$ cat config.mk
export PLATFORM = sky130hd
export DESIGN_NAME = hssim_del_stream_flat
export DESIGN_NICKNAME = d
export VERILOG_FILES = /design/src/rtl/hssim_del_stream_if.sv /design/src/rtl/hssim_del_stream.sv /design/src/flat_wrapper.sv
export SDC_FILE = /design/constraint.sdc
export NUM_CORES = 2
export LEC_CHECK = 0
export BUFFER_PORTS_ARGS = -buffer_cell sky130_fd_sc_hd__buf_2
export CAP_MARGIN = 15
export CORE_MARGIN = 2
export CORE_UTILIZATION = 55
export CTS_BUF_LIST = sky130_fd_sc_hd__clkbuf_16
export CTS_CLUSTER_DIAMETER = 100
export DETAILED_ROUTE_END_ITERATION = 10
export PLACE_DENSITY = 0.73
export SYNTH_ARGS = -nofsm -noshare
export SYNTH_HDL_FRONTEND = slang
export SYNTH_MEMORY_MAX_BITS = 65536
export SYNTH_SLANG_ARGS = --single-unit
export TNS_END_PERCENT = 30
$ cat constraint.sdc
create_clock -name clk -period 10.2 [get_ports clk]
set_clock_uncertainty 0.1 [all_clocks]
set_input_delay 0.51 -clock clk [delete_from_list [all_inputs] [get_ports clk]]
set_output_delay 0.51 -clock clk [all_outputs]
set_load 0.02 [all_outputs]
$ cat src/rtl/hssim_del_stream_if.sv
`default_nettype none
// hssim_del_stream_if: upstream beat, pipeline and AXI-Stream signals of the HSSIM del sequencer.
// master = sequencer side, slave = surrounding environment (source, pipeline, sink).
interface hssim_del_stream_if #(
    parameter int PIXELS_PER_BEAT = 16
);
    localparam int W = 8 * PIXELS_PER_BEAT;

    logic         s_valid;
    logic         s_ready;
    logic [W-1:0] s_old;
    logic [W-1:0] s_avg;
    logic [W-1:0] s_new;

    logic [W-1:0] pipe_old;
    logic [W-1:0] pipe_avg;
    logic [W-1:0] pipe_new;
    logic         pipe_stall;
    logic [W-1:0] pipe_del;

    logic [W-1:0] m_tdata;
    logic         m_tvalid;
    logic         m_tready;
    logic         m_tlast;

    modport master (
        input  s_valid, s_old, s_avg, s_new,
        output s_ready,
        output pipe_old, pipe_avg, pipe_new, pipe_stall,
        input  pipe_del,
        output m_tdata, m_tvalid, m_tlast,
        input  m_tready
    );

    modport slave (
        output s_valid, s_old, s_avg, s_new,
        input  s_ready,
        input  pipe_old, pipe_avg, pipe_new, pipe_stall,
        output pipe_del,
        input  m_tdata, m_tvalid, m_tlast,
        output m_tready
    );
endinterface
`default_nettype wire

$ cat src/rtl/hssim_del_stream.sv
`default_nettype none
// hssim_del_stream: feeds the HSSIM del pipeline, tracks real outputs with tags, flushes at frame end
// and buffers results into an AXI-Stream master. HSSIM_DEL_STATS_EN adds a per-frame count of 255 pixels.
module hssim_del_stream #(
    parameter int PIXELS_PER_BEAT = 16,
    parameter int IMAGE_DIM       = 512,
    parameter int PIPE_LATENCY    = 12,
    parameter int FIFO_DEPTH      = 32
) (
    input  logic                clk,
    input  logic                aresetn,
    hssim_del_stream_if.master  bus
`ifdef HSSIM_DEL_STATS_EN
    ,
    output logic [$clog2(IMAGE_DIM*IMAGE_DIM):0] frame_changed,
    output logic                                 frame_changed_valid
`endif
);
    localparam int W     = 8 * PIXELS_PER_BEAT;
    localparam int BEATS = (IMAGE_DIM * IMAGE_DIM) / PIXELS_PER_BEAT;
    localparam int CNT_W = (BEATS > 1) ? $clog2(BEATS) : 1;
    localparam int FL_W  = $clog2(PIPE_LATENCY + 1);
    localparam int PTR_W = (FIFO_DEPTH > 1) ? $clog2(FIFO_DEPTH) : 1;
    localparam int OCC_W = PTR_W + 2;

    typedef enum logic [0:0] {
        S_FILL  = 1'b0,
        S_FLUSH = 1'b1
    } state_t;

    state_t            state_q, state_d;
    logic [CNT_W-1:0]  in_cnt_q, in_cnt_d;
    logic [FL_W-1:0]   flush_cnt_q, flush_cnt_d;
    logic [PIPE_LATENCY-1:0] tag_v_q, tag_l_q;
    logic [FL_W-1:0]   inflight_q;
    logic [PTR_W:0]    fifo_cnt_q;
    logic [PTR_W-1:0]  wr_ptr_q, rd_ptr_q;
    logic [W:0]        mem_q [FIFO_DEPTH];

    logic              w_credit;
    logic              w_advance;
    logic              w_push_v;
    logic              w_push_l;
    logic              w_wr;
    logic              w_rd;
    logic              w_tvalid;
    logic [W:0]        w_head;
    logic [OCC_W-1:0]  w_occ;

    // Credit counts tags still in the pipe so every emerging del beat has a slot.
    assign w_occ    = OCC_W'(fifo_cnt_q) + OCC_W'(inflight_q);
    assign w_credit = (w_occ < OCC_W'(FIFO_DEPTH));

    always_comb begin
        state_d     = state_q;
        in_cnt_d    = in_cnt_q;
        flush_cnt_d = flush_cnt_q;
        w_advance   = 1'b0;
        w_push_v    = 1'b0;
        w_push_l    = 1'b0;
        bus.s_ready = 1'b0;
        case (state_q)
            S_FILL: begin
                bus.s_ready = aresetn & w_credit;
                w_advance   = aresetn & w_credit & bus.s_valid;
                w_push_v    = 1'b1;
                w_push_l    = (in_cnt_q == CNT_W'(BEATS - 1));
                if (w_advance) begin
                    if (w_push_l) begin
                        state_d  = S_FLUSH;
                        in_cnt_d = '0;
                    end else begin
                        in_cnt_d = in_cnt_q + 1'b1;
                    end
                end
            end
            S_FLUSH: begin
                w_advance = aresetn & w_credit;
                if (w_advance) begin
                    if (flush_cnt_q == FL_W'(PIPE_LATENCY - 1)) begin
                        state_d     = S_FILL;
                        flush_cnt_d = '0;
                    end else begin
                        flush_cnt_d = flush_cnt_q + 1'b1;
                    end
                end
            end
            default: state_d = S_FILL;
        endcase
    end

    assign bus.pipe_stall = ~w_advance;
    assign bus.pipe_old   = (state_q == S_FILL) ? bus.s_old : '0;
    assign bus.pipe_avg   = (state_q == S_FILL) ? bus.s_avg : '0;
    assign bus.pipe_new   = (state_q == S_FILL) ? bus.s_new : '0;

    assign w_wr     = w_advance & tag_v_q[PIPE_LATENCY-1];
    assign w_tvalid = (fifo_cnt_q != '0);
    assign w_rd     = w_tvalid & bus.m_tready;
    assign w_head   = mem_q[rd_ptr_q];

    assign bus.m_tvalid = w_tvalid;
    assign bus.m_tdata  = w_tvalid ? w_head[W-1:0] : '0;
    assign bus.m_tlast  = w_tvalid & w_head[W];

    always_ff @(posedge clk or negedge aresetn) begin
        if (!aresetn) begin
            state_q     <= S_FILL;
            in_cnt_q    <= '0;
            flush_cnt_q <= '0;
            tag_v_q     <= '0;
            tag_l_q     <= '0;
            inflight_q  <= '0;
            fifo_cnt_q  <= '0;
            wr_ptr_q    <= '0;
            rd_ptr_q    <= '0;
        end else begin
            state_q     <= state_d;
            in_cnt_q    <= in_cnt_d;
            flush_cnt_q <= flush_cnt_d;
            if (w_advance) begin
                tag_v_q <= PIPE_LATENCY'({tag_v_q, w_push_v});
                tag_l_q <= PIPE_LATENCY'({tag_l_q, w_push_l});
            end
            case ({w_advance & w_push_v, w_wr})
                2'b10:   inflight_q <= inflight_q + 1'b1;
                2'b01:   inflight_q <= inflight_q - 1'b1;
                default: inflight_q <= inflight_q;
            endcase
            case ({w_wr, w_rd})
                2'b10:   fifo_cnt_q <= fifo_cnt_q + 1'b1;
                2'b01:   fifo_cnt_q <= fifo_cnt_q - 1'b1;
                default: fifo_cnt_q <= fifo_cnt_q;
            endcase
            if (w_wr) wr_ptr_q <= wr_ptr_q + 1'b1;
            if (w_rd) rd_ptr_q <= rd_ptr_q + 1'b1;
        end
    end

    // Storage needs no reset: the count alone decides which entries are live.
    always_ff @(posedge clk) begin
        if (w_wr) mem_q[wr_ptr_q] <= {tag_l_q[PIPE_LATENCY-1], bus.pipe_del};
    end

`ifdef HSSIM_DEL_STATS_EN
    localparam int FC_W   = $clog2(IMAGE_DIM * IMAGE_DIM) + 1;
    localparam int LANE_W = $clog2(PIXELS_PER_BEAT + 1);

    logic [LANE_W-1:0] w_sat_lanes;
    logic [FC_W-1:0]   acc_q;
    logic [FC_W-1:0]   fc_q;
    logic              fc_valid_q;

    always_comb begin
        w_sat_lanes = '0;
        for (int i = 0; i < PIXELS_PER_BEAT; i++) begin
            if (w_head[8*i +: 8] == 8'hFF) w_sat_lanes = w_sat_lanes + LANE_W'(1);
        end
    end

    always_ff @(posedge clk or negedge aresetn) begin
        if (!aresetn) begin
            acc_q      <= '0;
            fc_q       <= '0;
            fc_valid_q <= 1'b0;
        end else begin
            fc_valid_q <= 1'b0;
            if (w_rd) begin
                if (w_head[W]) begin
                    fc_q       <= acc_q + FC_W'(w_sat_lanes);
                    fc_valid_q <= 1'b1;
                    acc_q      <= '0;
                end else begin
                    acc_q <= acc_q + FC_W'(w_sat_lanes);
                end
            end
        end
    end

    assign frame_changed       = fc_q;
    assign frame_changed_valid = fc_valid_q;
`endif
endmodule
`default_nettype wire

$ cat src/flat_wrapper.sv
// flat-port wrapper written by rule: the top's interface ports become plain ports
module hssim_del_stream_flat 
#(
    parameter int PIXELS_PER_BEAT = 16,
    parameter int IMAGE_DIM       = 512,
    parameter int PIPE_LATENCY    = 12,
    parameter int FIFO_DEPTH      = 32
)
  (clk, aresetn, bus_s_valid, bus_s_old, bus_s_avg, bus_s_new, bus_s_ready, bus_pipe_old, bus_pipe_avg, bus_pipe_new, bus_pipe_stall, bus_pipe_del, bus_m_tdata, bus_m_tvalid, bus_m_tlast, bus_m_tready);
  hssim_del_stream_if #(.PIXELS_PER_BEAT(PIXELS_PER_BEAT)) bus_i ();
  input  logic clk;
  input  logic aresetn;
  input wire logic [$bits(bus_i.s_valid)-1:0] bus_s_valid;
  input wire logic [$bits(bus_i.s_old)-1:0] bus_s_old;
  input wire logic [$bits(bus_i.s_avg)-1:0] bus_s_avg;
  input wire logic [$bits(bus_i.s_new)-1:0] bus_s_new;
  output wire logic [$bits(bus_i.s_ready)-1:0] bus_s_ready;
  output wire logic [$bits(bus_i.pipe_old)-1:0] bus_pipe_old;
  output wire logic [$bits(bus_i.pipe_avg)-1:0] bus_pipe_avg;
  output wire logic [$bits(bus_i.pipe_new)-1:0] bus_pipe_new;
  output wire logic [$bits(bus_i.pipe_stall)-1:0] bus_pipe_stall;
  input wire logic [$bits(bus_i.pipe_del)-1:0] bus_pipe_del;
  output wire logic [$bits(bus_i.m_tdata)-1:0] bus_m_tdata;
  output wire logic [$bits(bus_i.m_tvalid)-1:0] bus_m_tvalid;
  output wire logic [$bits(bus_i.m_tlast)-1:0] bus_m_tlast;
  input wire logic [$bits(bus_i.m_tready)-1:0] bus_m_tready;
  assign bus_i.s_valid = bus_s_valid;
  assign bus_i.s_old = bus_s_old;
  assign bus_i.s_avg = bus_s_avg;
  assign bus_i.s_new = bus_s_new;
  assign bus_s_ready = bus_i.s_ready;
  assign bus_pipe_old = bus_i.pipe_old;
  assign bus_pipe_avg = bus_i.pipe_avg;
  assign bus_pipe_new = bus_i.pipe_new;
  assign bus_pipe_stall = bus_i.pipe_stall;
  assign bus_i.pipe_del = bus_pipe_del;
  assign bus_m_tdata = bus_i.m_tdata;
  assign bus_m_tvalid = bus_i.m_tvalid;
  assign bus_m_tlast = bus_i.m_tlast;
  assign bus_i.m_tready = bus_m_tready;
  hssim_del_stream #(.PIXELS_PER_BEAT(PIXELS_PER_BEAT), .IMAGE_DIM(IMAGE_DIM), .PIPE_LATENCY(PIPE_LATENCY), .FIFO_DEPTH(FIFO_DEPTH)) u_core (.clk(clk), .aresetn(aresetn), .bus(bus_i));
endmodule
# --- After elaboration in Yosys (flattened, before gate mapping) ---
# Memories as Yosys holds them, arrays and structs flattened.
# Cells that the tools add are included.
classes:
  addsub: 9
  mul: 0
  div: 0
  magnitude_cmp: 1
  n_eq_ne: 6
  shift: 0
  n_mux: 19
  bitwise: 8
  reduce_logical: 5
op_table:
  columns: ["op", "n"]
  rows:
  - ["$mux 128", 4]
  - ["$add 14x1->14 const B", 1]
  - ["$eq 14x14->1 const B", 1]
  - ["$mux 14", 1]
  - ["$pmux 6 s2", 1]
  - ["$add 5x1->5 const B", 2]
  - ["$mux 1", 9]
  - ["$add 4x1->4 const B", 2]
  - ["$pmux 4 s2", 1]
  - ["$add 6x4->7", 1]
  - ["$lt 7x6->1 const B", 1]
  - ["$add 6x1->6 const B", 1]
  - ["$and 1x1->1", 6]
  - ["$reduce_bool 6->1", 1]
  - ["$sub 6x1->6 const B", 1]
  - ["$eq 2x1->1 const B", 2]
  - ["$eq 2x2->1 const B", 2]
  - ["$eq 4x4->1 const B", 1]
  - ["$mux 4", 1]
  - ["$pmux 1 s2", 2]
  - ["$reduce_and 2->1", 2]
  - ["$reduce_bool 2->1", 2]
  - ["$sub 4x1->4 const B", 1]
  - ["$not 1->1", 2]
word_totals:
  ff_bits: 63
  latch_bits: 0
  ram_bits: 4128
  mem_bits_ro: 0
  input_bits: 516
  out_inout_bits: 516
  wordCells: 58
  memories: 1
memory_table:
  columns: ["name", "words", "word_bits", "read_ports", "rd_clocked_by_memory_dff", "wr", "line_no", "source"]
  rows:
  - ["u_core.mem_q", 32, 129, 1, 0, 1, "hssim_del_stream.sv:38", "logic [W:0] mem_q [FIFO_DEPTH];"]

# --- Depth between registers and ports, before layout ---
depth:
  depth_word: 8
  mapped_depth: 15
  ltp_nobuf: 13

# --- Least setup slack after synthesis ---
# Ideal clock, no wire load.
synth_path:
  path_type: "reg-to-reg"
  startpoint: "register u_core.fifo_cnt_q[2]"
  endpoint: "memory u_core.mem_q[22][0] (netlist name) (enable)"
  setup_time_ns: 0.619
  arrival_ns: 7.211
  t_required_ns: 9.481
  path_slack_ns: 2.270
  path_stages_with_launch: 7
  path_buffers: 0
  synth_period_minus_slack_ns: 7.930
  path_cell_list: "dfrtp_1 ha_1 a21oi_1 a21oi_2 nor3_2 nand3_1 nor2_1"
synth_between:
  elab_chain_cells: 8
synth_lines:
  columns: ["item", "line_no", "source"]
  rows:
  - ["from (decl)", "hssim_del_stream.sv:36", "logic [PTR_W:0] fifo_cnt_q;"]
  - ["from (signal assigned)", "hssim_del_stream.sv:131", "2'b10: fifo_cnt_q <= fifo_cnt_q + 1'b1;"]
  - ["from (signal assigned)", "hssim_del_stream.sv:132", "2'b01: fifo_cnt_q <= fifo_cnt_q - 1'b1;"]
  - ["from (signal assigned)", "hssim_del_stream.sv:133", "default: fifo_cnt_q <= fifo_cnt_q;"]
  - ["$add 6x4->7 (*)", "hssim_del_stream.sv:51", "assign w_occ = OCC_W'(fifo_cnt_q) + OCC_W'(inflight_q);"]
  - ["$lt 7x6->1 (*)", "hssim_del_stream.sv:52", "assign w_credit = (w_occ < OCC_W'(FIFO_DEPTH));"]
  - ["$and 1x1->1 (*)", "hssim_del_stream.sv:65, hssim_del_stream.sv:78", null]
  - ["$and 1x1->1", "hssim_del_stream.sv:65", "w_advance = aresetn & w_credit & bus.s_valid;"]
  - ["$pmux 1 s2 (*)", "hssim_del_stream.sv:62", "case (state_q)"]
  - ["$and 1x1->1 (*)", "hssim_del_stream.sv:97", "assign w_wr = w_advance & tag_v_q[PIPE_LATENCY-1];"]
  - ["$mux 1 (*)", "hssim_del_stream.sv:142", "if (w_wr) mem_q[wr_ptr_q] <= {tag_l_q[PIPE_LATENCY-1], bus.pipe_del};"]
  - ["$mux 1 (implied by the code) (*)", "hssim_del_stream.sv:142", null]
  - ["to (decl)", "hssim_del_stream.sv:38", null]
# Mark *: on every way between the ends. The rest lies on a longest branch, timed or not.

# --- Worst setup path in the final report ---
layout_path:
  startpoint: "register u_core.rd_ptr_q[0]"
  endpoint: "output port bus_m_tdata[2]"
layout_between:
  elab_chain_cells: 2
layout_lines:
  columns: ["item", "line_no", "source"]
  rows:
  - ["from (decl)", "hssim_del_stream.sv:37", "logic [PTR_W-1:0] wr_ptr_q, rd_ptr_q;"]
  - ["from (signal assigned)", "hssim_del_stream.sv:136", "if (w_rd) rd_ptr_q <= rd_ptr_q + 1'b1;"]
  - ["$mem_v2 32x129", null, null]
  - ["$mux 128", "hssim_del_stream.sv:103", "assign bus.m_tdata = w_tvalid ? w_head[W-1:0] : '0;"]
  - ["to (decl)", "flat_wrapper.sv:23", "output wire logic [$bits(bus_i.m_tdata)-1:0] bus_m_tdata;"]
# No other way between the ends.

==> impl_summary.log <==
[metrics] count of nets left with antenna violations after detail routing: 0
[metrics] layout cells sized above 1: 29.9%
[metrics] count of nets after finishing: 9192
[metrics] net count after synthesis: 8003
[metrics] Sinks on Clock Net: 4191
[metrics] signal arrival time at the worst endpoint: 5.59 ns
[metrics] cell mode on critical path: sky130_fd_sc_hd__buf_4
[metrics] Root Driver: sky130_fd_sc_hd__clkbuf_16
[metrics] minimum clock period: 6.20 ns
[metrics] VDD IR max: 0.250 mV
[metrics] Slew Viols, Final: 0
[metrics] smallest hold slack: 0.0324 ns
[metrics] count of state elements after synthesis: 4191
[metrics] number of global-route vias before repair: 83000
[metrics] RSZ-0062 raised after global routing: no
[metrics] Longest Clk Path Bufs: 4
[metrics] site row count: 198
[metrics] DRC violation count after routing: 0
[metrics] ports placed on the boundary: 1032
[metrics] worst slew margin relative to its limit: 13.1%
[metrics] run status: finished clean
[metrics] highest fanout seen on the critical path: 45
[metrics] wire length per cell: 37.3 um
[metrics] peak clock frequency supported by timing: 161 MHz
[metrics] logic depth of the worst register-to-register path: 9
[metrics] number of flops mapped to enable cells by yosys: 4128
[metrics] deepest level of the CTS H-tree: 5
[metrics] Setup Slack @ Placement: 4.51 ns
[metrics] most instantiated flip-flop cell in the synthesis netlist: sky130_fd_sc_hd__edfxtp_1
[metrics] final worst slack: 4.00 ns
[metrics] routability congestion estimate: 1.03
[metrics] Core Region: 0.292 mm^2
[metrics] worst reg2reg startpoint: u_core.fifo_cnt_q[2]
[metrics] placed wire-length estimate after detailed placement: 299000 um
[metrics] post-synth top area share: 76.7%
[metrics] aggregate global-route resource usage: 32.3%
[metrics] post-synthesis average cell area: 21.6 um^2
[metrics] total number of vias: 85900
[metrics] max incr delay on CP: 0.83 ns
[metrics] Critical Path Start: u_core.rd_ptr_q[0]
[metrics] warnings from Yosys: 0
[metrics] slew of the pin with the lowest slew margin: 1.30 ns
[metrics] DP Cell Count: 12100
[metrics] worst hold path type: primary input to flip-flop
[metrics] overall die area: 0.298 mm^2
[metrics] number of search-and-repair iterations in the first detailed-routing pass: 6
[metrics] antenna violations before repair: 245
[metrics] library cell contributing the largest single delay on the critical path: sky130_fd_sc_hd__o21ai_0
[metrics] top cells by instance count after synthesis: sky130_fd_sc_hd__edfxtp_1 (4128), sky130_fd_sc_hd__mux4_2 (837), sky130_fd_sc_hd__mux2i_1 (432), sky130_fd_sc_hd__nor2b_1 (388), sky130_fd_sc_hd__clkbuf_1 (216)
[metrics] Port Buffers: 1031
[metrics] Total Wirelength: 491000 um
[metrics] maximum number of pins on one net before global-route repair: 148
[metrics] Worst setup EP type: primary output
[metrics] crit path launch type: flip-flop
[metrics] final number of hold-violating endpoints: 0
[metrics] TritonCTS clock tree: done
[metrics] Pwr Density: 256 mW/mm^2
[metrics] sequential fraction of the synthesis area: 77.7%
[metrics] Total Negative Setup Slacks: 0 ns
[metrics] Clk pin slew, worst setup/hold paths: 0.06 ns
[metrics] ratio of routed vias to standard cells: 6.53
[metrics] worst endpoint required time: 9.59 ns
[metrics] first-pass GRT wire length: 673000 um
[metrics] Reg-to-Reg End: u_core.mem_q[21][52]
[metrics] ratio of final minimum period to clock period: 60.8%
[metrics] number of buffers added by the clock tree synthesis step: 391
[metrics] layout-stage area growth over the synthesis result: 14.9%
[metrics] fraction of synthesis flops using an asynchronous set or reset pin: 1.50%
[metrics] # Max-Cap Violations: 0
[metrics] post-CTS setup repair buffer count: 0
[metrics] library cell with the largest summed area after synthesis: sky130_fd_sc_hd__edfxtp_1
[metrics] dominant cell by count in the synthesized netlist: sky130_fd_sc_hd__edfxtp_1
[metrics] clock insertion delay at the later pin of the skew report: 0.89 ns
[metrics] top cells by area, synth: sky130_fd_sc_hd__edfxtp_1 (77%), sky130_fd_sc_hd__mux4_2 (12%), sky130_fd_sc_hd__mux2i_1 (2.7%)
[metrics] Setup-failing EPs final: 0
[metrics] distinct cell type count of the synthesized netlist: 54
[metrics] synthesized netlist cell count: 7470
[metrics] capturing instance or port of the critical path: bus_m_tdata[2]
[metrics] overall die width: 546 um
[metrics] GR Overflow Total: 0
[metrics] Reg2Reg Setup Slack: 5.11 ns
[metrics] die boundary height: 546 um
[metrics] count of non-filler cells in the finished layout: 13200
[metrics] leakage power of the design: 0.0614 uW
[metrics] initial core utilization: 55.4%
[metrics] Detailed Route Iter0 Violations: 11900
[metrics] FILL cells: 19400
[metrics] cells traversed along the worst timing path: buf_4, nand3_4, buf_4, buf_4, o22ai_1, a211o_1, o21ai_0, a21oi_1, buf_2
[metrics] Critical Setup Path Class: flip-flop to primary output
[metrics] Mapped Area: 0.162 mm^2
## how the worst min path moves through the flow
stage                       start                    end  slack, ns  cells after the start
2_1_floorplan             aresetn   u_core.fifo_cnt_q[0]       0.11                      0
3_3_place_gp   u_core.in_cnt_q[6]     u_core.in_cnt_q[6]       0.36                      1
3_5_place_dp   u_core.in_cnt_q[8]     u_core.in_cnt_q[8]       0.36                      1
4_1_cts          bus_pipe_del[31]   u_core.mem_q[28][31]     0.0001                      1
5_1_grt           bus_pipe_del[8]    u_core.mem_q[26][8]       0.04                      1
6_report        bus_pipe_del[119]  u_core.mem_q[22][119]       0.03                      1
## flip-flops by register name (all words and copies together) (netlist names)
name                cells
u_core.in_cnt_q        14
u_core.tag_v_q         12
u_core.fifo_cnt_q       6
u_core.flush_cnt_q      4
u_core.wr_ptr_q         5
u_core.rd_ptr_q         5
u_core.inflight_q       4
u_core.mem_q         4128
u_core.state_q          1
u_core.tag_l_q         12
## cell type report
class                           instances  area (um^2)  share of cell area, %
Sequential cell                      4191       126000                   67.6
Multi-Input combinational cell       2812        34100                   18.4
Clock buffer                          398         9960                   5.37
Timing Repair Buffer                 1250         7510                   4.05
Tap cell                             3900         4880                   2.63
Clock inverter                        302         2790                   1.50
Antenna cell                          300          751                  0.404
Inverter                               13         51.3                 0.0276
## kinds of logic after synthesis
| kind of cell | synth area share [%] |
|---|---|
| AOI/OAI and AO/OA | 3.93 |
| xor gates and xnor gates | 0.152 |
| adders and majority gates | 0.136 |
| buffers and inverters | 1.38 |
| DFF | 77.7 |
| muxes | 14.7 |
| and+or+nand+nor | 1.99 |
## timing repair
item,in CTS,in global routing
endpoints found under the hold margin,1522,0
resized for setup,0,0
hold buffers,66,0
## power breakdown
part | internal (uW) | total [uW] | switching, uW
logic | 5440 | 13900 | 8440
registers | 19000 | 19100 | 112
clock network | 8320 | 14500 | 6230
total | 32700 | 47500 | 14800
## layer usage
layer  share of wire (%)  global-route usage (%)  vias up  wire length, um
met5               0.035                       0        -              171
met4                 5.2                    15.4       26            25400
met3                 9.1                    5.82      968            44600
met2                  50                    52.8     5708           244000
met1                  36                    42.6    45100           176000
li1                    -                       -    34100                -
## metrics by stage
step                      util, %  area, um^2  total power [uW]
after floorplan                 -      162000             28600
after global placement       58.8      171000             33200
after detailed placement     58.8      171000             33300
after CTS                    63.4      185000             47700
after global routing         63.6      185000             48900
final                        63.7      186000             47500
## critical path, delay by kind of cell (launching register included)
family	cells	cell delay, ns
compound gates	4	1.45
buf+inv	4	1.91
flops	1	0.63
simple gates	1	0.56
## cell usage in the layout, fill, tap and decap left out, types with 60 or more instances in the layout
cell and n:
sky130_fd_sc_hd__edfxtp_1 4128, sky130_fd_sc_hd__a22o_1 99, sky130_fd_sc_hd__a211oi_1 120, sky130_fd_sc_hd__diode_2 300, sky130_fd_sc_hd__a211o_1 62, sky130_fd_sc_hd__dlygate4sd3_1 66
sky130_fd_sc_hd__o221ai_1 108, sky130_fd_sc_hd__nor2b_1 365, sky130_fd_sc_hd__o22ai_1 151, sky130_fd_sc_hd__o21ai_0 60, sky130_fd_sc_hd__mux4_2 837, sky130_fd_sc_hd__a22oi_1 117
sky130_fd_sc_hd__buf_2 1031, sky130_fd_sc_hd__mux2i_1 432, sky130_fd_sc_hd__buf_4 110, sky130_fd_sc_hd__a21oi_1 150, sky130_fd_sc_hd__inv_1 84, sky130_fd_sc_hd__clkinv_1 86
sky130_fd_sc_hd__clkbuf_16 398
No activity file was read; power rests on OpenSTA's default activity.
